**src/rtl/grid_led_ctrl.sv**
```systemverilog
// LED-grid driver for the card-matching game: found map, selection, blinking cursor and timed mismatch reveal.
// Optional GRID_LED_WIN_ANIM_EN: the whole grid blinks in WIN instead of staying lit.
module grid_led_ctrl #(
    parameter int ROWS        = 6,
    parameter int COLS        = 6,
    parameter int BLINK_HALF  = 12_500_000,
    parameter int SHOW_CYCLES = 25_000_000,
    localparam int N  = ROWS * COLS,
    localparam int AW = (N > 1) ? $clog2(N) : 1,
    localparam int CW = $clog2(N + 1)
) (
    input  logic          clock,
    input  logic          reset_n,
    input  logic          new_game,
    input  logic [AW-1:0] cursor,
    input  logic          sel_valid,
    input  logic [AW-1:0] sel_addr,
    input  logic          pair_valid,
    input  logic [AW-1:0] pair_a,
    input  logic [AW-1:0] pair_b,
    input  logic          pair_match,
    output logic [N-1:0]  leds,
    output logic [CW-1:0] found_count,
    output logic          all_found,
    output logic          busy
);
    localparam int BW = (BLINK_HALF > 1) ? $clog2(BLINK_HALF) : 1;
    localparam int SW = (SHOW_CYCLES > 1) ? $clog2(SHOW_CYCLES) : 1;
    localparam int BM = BLINK_HALF - 1;
    localparam int SM = SHOW_CYCLES - 1;
    localparam logic [BW-1:0] BMAX = BM[BW-1:0];
    localparam logic [SW-1:0] SMAX = SM[SW-1:0];
    localparam logic [AW:0]   NV   = N[AW:0];
    localparam logic [CW-1:0] NCNT = N[CW-1:0];

    if (N % 2 != 0) begin : g_grid_check
        $error("grid_led_ctrl: ROWS*COLS must be even");
    end

    typedef enum logic [1:0] {PLAY, SHOW, WIN} state_t;

    state_t        state;
    logic [N-1:0]  found;
    logic          sel_active;
    logic [AW-1:0] sel_reg, show_a, show_b;
    logic [BW-1:0] bcnt;
    logic          phase;
    logic [SW-1:0] scnt;
    logic [CW-1:0] cnt;

    logic [N-1:0]  a_oh, b_oh, sel_oh, cur_oh, sa_oh, sb_oh, led_play, led_win;
    logic          a_ok, b_ok, sel_ok, pair_ok;
    logic [CW-1:0] cnt_next;

    always_comb begin
        a_oh   = '0;
        b_oh   = '0;
        sel_oh = '0;
        cur_oh = '0;
        sa_oh  = '0;
        sb_oh  = '0;
        for (int i = 0; i < N; i++) begin
            a_oh[i]   = (pair_a == AW'(i));
            b_oh[i]   = (pair_b == AW'(i));
            sel_oh[i] = (sel_reg == AW'(i));
            cur_oh[i] = (cursor == AW'(i));
            sa_oh[i]  = (show_a == AW'(i));
            sb_oh[i]  = (show_b == AW'(i));
        end
    end

    // Addresses at or beyond N decode to nothing and are rejected as strobes.
    assign a_ok     = ({1'b0, pair_a} < NV);
    assign b_ok     = ({1'b0, pair_b} < NV);
    assign sel_ok   = ({1'b0, sel_addr} < NV);
    assign pair_ok  = (pair_a != pair_b) && a_ok && b_ok && ((found & (a_oh | b_oh)) == '0);
    assign cnt_next = cnt + CW'(2);

    assign led_play = found
                    | (sel_oh & {N{sel_active}})
                    | ((sa_oh | sb_oh) & {N{state == SHOW}})
                    | (cur_oh & {N{phase}});

`ifdef GRID_LED_WIN_ANIM_EN
    assign led_win = {N{phase}};
`else
    assign led_win = '1;
`endif

    always_ff @(posedge clock or negedge reset_n) begin
        if (!reset_n) begin
            state       <= PLAY;
            found       <= '0;
            sel_active  <= 1'b0;
            sel_reg     <= '0;
            show_a      <= '0;
            show_b      <= '0;
            bcnt        <= '0;
            phase       <= 1'b1;
            scnt        <= '0;
            cnt         <= '0;
            leds        <= '0;
            found_count <= '0;
            all_found   <= 1'b0;
            busy        <= 1'b0;
        end else begin
            if (new_game) begin
                bcnt  <= '0;
                phase <= 1'b1;
            end else if (bcnt == BMAX) begin
                bcnt  <= '0;
                phase <= ~phase;
            end else begin
                bcnt  <= bcnt + BW'(1);
            end

            // Output registers reflect the state held before this edge.
            if (new_game) begin
                leds        <= '0;
                found_count <= '0;
                all_found   <= 1'b0;
                busy        <= 1'b0;
            end else begin
                leds        <= (state == WIN) ? led_win : led_play;
                found_count <= cnt;
                all_found   <= (state == WIN);
                busy        <= (state == SHOW);
            end

            if (new_game) begin
                state      <= PLAY;
                found      <= '0;
                sel_active <= 1'b0;
                cnt        <= '0;
                scnt       <= '0;
            end else begin
                case (state)
                    PLAY: begin
                        if (pair_valid) begin
                            if (pair_ok) begin
                                sel_active <= 1'b0;
                                if (pair_match) begin
                                    found <= found | a_oh | b_oh;
                                    cnt   <= cnt_next;
                                    if (cnt_next == NCNT) state <= WIN;
                                end else begin
                                    show_a <= pair_a;
                                    show_b <= pair_b;
                                    scnt   <= SMAX;
                                    state  <= SHOW;
                                end
                            end
                        end else if (sel_valid && sel_ok) begin
                            sel_reg    <= sel_addr;
                            sel_active <= 1'b1;
                        end
                    end
                    SHOW: begin
                        if (scnt == '0) state <= PLAY;
                        else            scnt  <= scnt - SW'(1);
                    end
                    default: ;
                endcase
            end
        end
    end
endmodule

```
**config.mk**
```make
export PLATFORM = sky130hd
export DESIGN_NAME = grid_led_ctrl
export DESIGN_NICKNAME = d
export VERILOG_FILES = /design/src/rtl/grid_led_ctrl.sv
export SDC_FILE = /design/constraint.sdc
export NUM_CORES = 1
export LEC_CHECK = 0
export CELL_PAD_IN_SITES_DETAIL_PLACEMENT = 1
export CELL_PAD_IN_SITES_GLOBAL_PLACEMENT = 2
export CORE_MARGIN = 10
export CORE_UTILIZATION = 40
export CTS_CLUSTER_DIAMETER = 30
export CTS_CLUSTER_SIZE = 14
export DETAILED_ROUTE_END_ITERATION = 6
export PLACE_DENSITY = 0.84
export RECOVER_POWER = 50
export SYNTH_ARGS = -nofsm -noshare
export SYNTH_HDL_FRONTEND = slang
export SYNTH_SLANG_ARGS = --single-unit
```
**constraint.sdc**
```tcl
create_clock -name clock -period 7.95 [get_ports clock]
set_input_delay 2.385 -clock clock [delete_from_list [all_inputs] [get_ports clock]]
set_output_delay 2.385 -clock clock [all_outputs]
set_load 0.02 [all_outputs]
```
==> results.yml, run 1 <==
sta:
  tns_ns: 0
  tightest_slew_ns: 3.39
  min_period_over_period_pct: 84.1
  setup_viol: 0
  relSlewSlack_pct: -126
  skew_ns: 0.0177
  fin_crit_ns: 6.69
  finalMaxSlewViolations: 154
  fmax_mhz: 149
  rsz0062_at_grt: "no"
  hold_viol: 0
synth:
  ys_types: 77
  ys.flop_type: "dfrtp_1"
  synth_top_area_cell: "dfrtp_1"
  ys_ff_latch: 156
  synth_cells: 1020
  ys_seq_area_share_pct: 42.4
  ys_warn_count: 0
  syn_area_per_cell_um2: 9.02
  yosys-top-cells-area: "dfrtp_1, nor2_1, o22ai_1"
  async_flop_share_pct: 100
  synth_edf_count: 0
  netlist.area_leader.share_pct: 42.1
  netlist_area_um2: 9210
  synth_nets: 1053
floorplanning:
  rows: 55
  die_x_um: 172
  die_area_um2: 29500
  coreArea_um2: 22600
  floorplan.initialDensity_pct: 40.7
  die_y_um: 172
  ios: 74
final_layout:
  diodes: 0
  largestRegisters: "found: 36 flops, leds: 36 flops, scnt: 25 flops"
  layout.nets: 1084
  layout.cells.non_filler: 1348
  nFillCells: 2595
  drive_above_1_share_pct: 8.18
  multiInputGateArea_um2: 4870
  area_growth_pct: 15.2
  register_area_um2: 3910
setup_path:
  worst_ep_required_time_ns: 8.23
  crit_chain: "clkbuf_1 -> clkbuf_1 -> nor3_2 -> a221oi_1"
  crit_arrival_ns: 6.97
  r2r-start: "scnt[0]"
  crit_start: "new_game"
  worst_path_most_repeated_cell: "clkbuf_1"
  cp-start-kind: "input pin"
  crit_type: "in2reg"
  worstPathMaxFanout: 75
  crit_path_top_delay_cell: "clkbuf_1"
  slowest_delay_ns: 2.45
  critPathCaptureType: "flop"
clock_network:
  ctsHoldBuffers: 0
  cts_max_level: 4
  post_cts_resized: 0
  clk_path_buf_depth: 2
  numCtsBuffers: 17
  cts.sinks: 156
  cts_tree: "done"
  clk_pin_slew_ns: 0.07
  clock_latency_ns: 0.44
  cts_root_buf: "clkbuf_16"
  cts_setup_buffers: 0
job:
  cap_viol_max_count: 3
grt:
  use_met3_pct: 4.06
  met2_usage_pct: 37.5
  grt_pass1_vias: 8966
  antenna_found_initial: 0
  use_met1_pct: 31.1
  grt_usage_pct: 23.5
  grt_max_degree: 107
  grt_busiest_layer: "met2"
  grt_pass1_wl_um: 53600
  gr-total-overflow: 0
worst_hold_path:
  min-delay-start: "bcnt[0]"
  hold_class: "reg2reg"
power_and_ir_drop:
  p_per_area_nw_per_um2: 196
  p_switching_uw: 693
  p_total_uw: 2080
  p_int_uw: 1390
  p_leak_uw: 0.00423
  ir_drop_uv: 97.4
  combinationalPowerShare_pct: 19.0
  switching_share_pct: 33.3
  sequentialPowerShare_pct: 43.0
  clockPowerShare_pct: 38.0
routing:
  wire_per_inst_um: 25.3
  routed_via_density: 6.45
  dr.first_iter.drc_count: 761
  vias: 8690
  wl_um: 34200
  first_pass_iters: 5
  drc: 0
  antenna_left: 0
status:
  violations: "max-capacitance violations, max-slew violations"
  status: "complete, but fails checks"
place:
  hpwl_um: 24400
  gp_congestion: 0.944
  dp_cells: 1317
  portBuffers: 73
cell type report:
cell class              count  share of cell area, %
flip-flops and latches    156                   36.8
clock inverters            12                  0.967
inverters                  30                   1.06
multi-input cells         761                   45.9
well taps                 285                   3.36
repair buffers             85                   7.62
clock buffers              19                   4.27
layout by cell type, fill, tap and decap left out, types with 10 or more instances in the layout:
cell	count
nor3_1	27
nor3b_1	10
clkdlybuf4s50_1	70
nor2_1	135
mux2_2	12
nor2b_1	20
o22ai_1	75
nand3_1	26
nand2_1	58
nand2b_1	17
a21oi_1	56
buf_4	10
inv_1	30
xnor2_1	10
xor2_1	21
a2111oi_0	37
o21ai_0	21
clkbuf_16	17
nand4_1	14
and3_1	12
dfrtp_1	155
a22o_1	35
or3_1	15
cells by family after synthesis:
group | after synthesis | share of synthesized area, %
and+or+nand+nor | 417 | 24.6
AOI/OAI and AO/OA | 283 | 21.5
DFF | 156 | 42.4
buffers and inverters | 103 | 4.84
xor gates and xnor gates | 31 | 2.95
muxes | 26 | 3.25
adders and majority gates | 3 | 0.408
other | 1 | 0.0407
Yosys cell counts (all sizes together), types with 12 or more instances:
master   count
nor2       137
nand3       26
or3         15
nand4       14
o21ai       21
xor2        21
dfrtp      155
o22ai       75
inv         30
nand2       58
nand2b      17
and3        12
a2111oi     37
nor4        12
a22o        35
clkbuf      39
nor2b       20
nor3        28
a21oi       56
mux2        21
buf         34
power groups by stage:
stage          clock network (µW)  logic, µW  registers (µW)
3_5_place_dp                    0        389             906
3_3_place_gp                    0        382             904
4_1_cts                       802        391             892
5_1_grt                       841        430             900
2_1_floorplan                   0        269             881
6_report                      792        396             895
worst max-delay path, delay by kind of cell:
kind / cells / cell delay [ns]
AND/OR/NAND/NOR: 1 / 0.55
AO/OA/AOI/OAI: 1 / 0.46
buffers and inverters: 2 / 3.52
path summary, 6_finish.rpt:
kind                            end  slack (ns)  cells past startpoint
max reg2reg                scnt[21]        4.21                     10
min                         bcnt[0]        0.49                      1
min reg2reg                 bcnt[0]        0.49                      1
min in group asynchronous  bcnt[19]        2.07                      1
max in group asynchronous  found[3]        2.71                      2
max                        scnt[21]        1.26                      4
routing by layer:
metal / routed length, µm / part of all wire [%]
met1: 15100 / 44
met2: 16300 / 48
met3: 1810 / 5.3
met4: 975 / 2.9
met5: 0 / 0
metrics by stage:
step	utilization, %	worst slack (ns)	instance area, µm²	hold slack [ns]
finish	46.8	1.26	10600	0.491
global route	46.8	0.809	10600	0.528
CTS	46.9	1.79	10600	0.495
detailed placement	44.4	1.36	10100	0.486
global placement	44.4	1.41	10100	0.479
floorplan	-	2.94	9210	0.455
(Power assumes the default switching activity.)
==> run 2, diff against run 1 <==
Settings changed: CORE_UTILIZATION 40 to 37, PLACE_DENSITY 0.84 to 0.79.
Clock period 7.95 ns to 6.93 ns, I/O delays scaled along.
==> run 2 against run 1 <==
Net effect:
- the run still ends with max-capacitance violations, max-slew violations left
- final cell count rose by 3.7%
- clock skew barely moved
- sequential share of layout area fell by 0.58 points
- non-clock buffer count rose by 10
- hold slack improved by 0.0033 ns
- global-route usage fell by 1.2 points
- total power rose by 19%
- routed wire length rose by 2.9%
- first-iteration DRC count rose by 5.4%
- clock power rose by 25%
- final area rose by 1.6%
==> results.yml, run 2 (synthesis gave the netlist of run 1 again) <==
place:
  hpwl_um: 25500
  gp_congestion: 0.974
  portBuffers: 73
sta:
  fmax_mhz: 178
  tns_ns: 0
  skew_ns: 0.0177
  min_period_over_period_pct: 81.1
  fin_crit_ns: 5.62
  tightest_slew_ns: 2.02
  rsz0062_at_grt: "no"
  relSlewSlack_pct: -34.5
  hold_viol: 0
  finalMaxSlewViolations: 108
  setup_viol: 0
routing:
  dr.first_iter.drc_count: 802
  wire_per_inst_um: 25.2
  drc: 0
  first_pass_iters: 5
  antenna_left: 0
  wl_um: 35200
  routed_via_density: 6.15
  vias: 8594
job:
  cap_viol_max_count: 2
setup_path:
  r2r_slack_ns: 3.41
  worstPathMaxFanout: 20
  worst_ep_required_time_ns: 7.24
  crit_arrival_ns: 5.93
  cp-start-kind: "input pin"
  crit_type: "in2reg"
  critPathCaptureType: "flop"
final_layout:
  drive_above_1_share_pct: 9.12
  nFillCells: 2811
  diodes: 0
  largestRegisters: "found: 36 flops, leds: 36 flops, scnt: 25 flops"
  layout_commonest_cell: "dfrtp_1"
  area_growth_pct: 17.1
  layout.nets: 1094
  most-common-layout-cells: "dfrtp_1, nor2_1, o22ai_1, clkdlybuf4s50_1, nand2_1"
clock_network:
  clk_path_buf_depth: 2
  post_cts_resized: 0
  cts_root_buf: "clkbuf_16"
  clock_latency_ns: 0.44
  numCtsBuffers: 17
  cts.sinks: 156
  clk_pin_slew_ns: 0.07
  ctsHoldBuffers: 0
  cts_setup_buffers: 0
  cts_tree: "done"
  cts_max_level: 4
floorplanning:
  rows: 57
  die_y_um: 178
  ios: 74
  floorplan.initialDensity_pct: 37.7
  die_x_um: 178
  coreArea_um2: 24400
  die_area_um2: 31600
power_and_ir_drop:
  p_per_area_nw_per_um2: 230
  ir_drop_uv: 194
  p_total_uw: 2480
  p_leak_uw: 0.00430
grt:
  grt_pass1_vias: 8793
  antenna_found_initial: 0
  grt_pass1_wl_um: 54400
  gr-total-overflow: 0
  grt_max_degree: 75
  grt_usage_pct: 22.3
worst_hold_path:
  hold_class: "reg2reg"
status:
  violations: "max-capacitance violations, max-slew violations"
  status: "complete, but fails checks"
## run 2: metrics by stage
step                setup WS [ns]  util, %  std cells  instance area [µm²]  hold slack [ns]
CTS                          1.39     44.2       1398                10800            0.499
global placement             1.01     41.8       1366                10200            0.481
global route                 1.07     44.2       1398                10800            0.555
finish                       1.31     44.2       1398                10800            0.494
detailed placement          0.955     41.8       1366                10200            0.489
floorplan                    2.23        -       1020                 9210            0.455
## run 2: layout make-up
type / instances / area [µm²] / share of cell area [%]
Multi-Input combinational cell: 761 / 4870 / 45.2
Tap cell: 324 / 405 / 3.76
Inverter: 30 / 113 / 1.05
Clock inverter: 14 / 168 / 1.56
Timing Repair Buffer: 95 / 877 / 8.14
Clock buffer: 18 / 439 / 4.08
Sequential cell: 156 / 3910 / 36.2
## run 2: power breakdown
part / switching (µW) / internal (µW)
Clock: 463 / 527
Sequential: 84.1 / 952
Combinational: 295 / 159
Total: 842 / 1640
## run 2: worst paths after layout
path                            from   endpoint  depth (start not counted)
max                        pair_a[4]  show_a[0]                         11
min                          bcnt[0]    bcnt[0]                          1
max reg2reg                 scnt[10]   scnt[21]                          8
min reg2reg                  bcnt[0]    bcnt[0]                          1
max in group asynchronous    reset_n    leds[3]                          2
min in group asynchronous    reset_n   bcnt[20]                          1
## run 2: metal layers
metal | wire, µm | vias up | track usage, %
li1 | - | 3915 | -
met1 | 15900 | 4394 | 29.7
met2 | 16500 | 225 | 35.7
met3 | 1730 | 60 | 4.27
met4 | 1050 | 0 | 7.47
met5 | 0 | - | 0
## run 2: critical path: stages
cell and delay (ns):
clkdlybuf4s50_1 1.00, buf_4 0.26, nor4bb_1 0.05, a31oi_1 0.18, o32ai_1 0.13, a2111oi_0 0.74
nand4_1 0.30, or2_4 0.34, nor4_4 0.20, buf_4 0.26, mux2_1 0.36
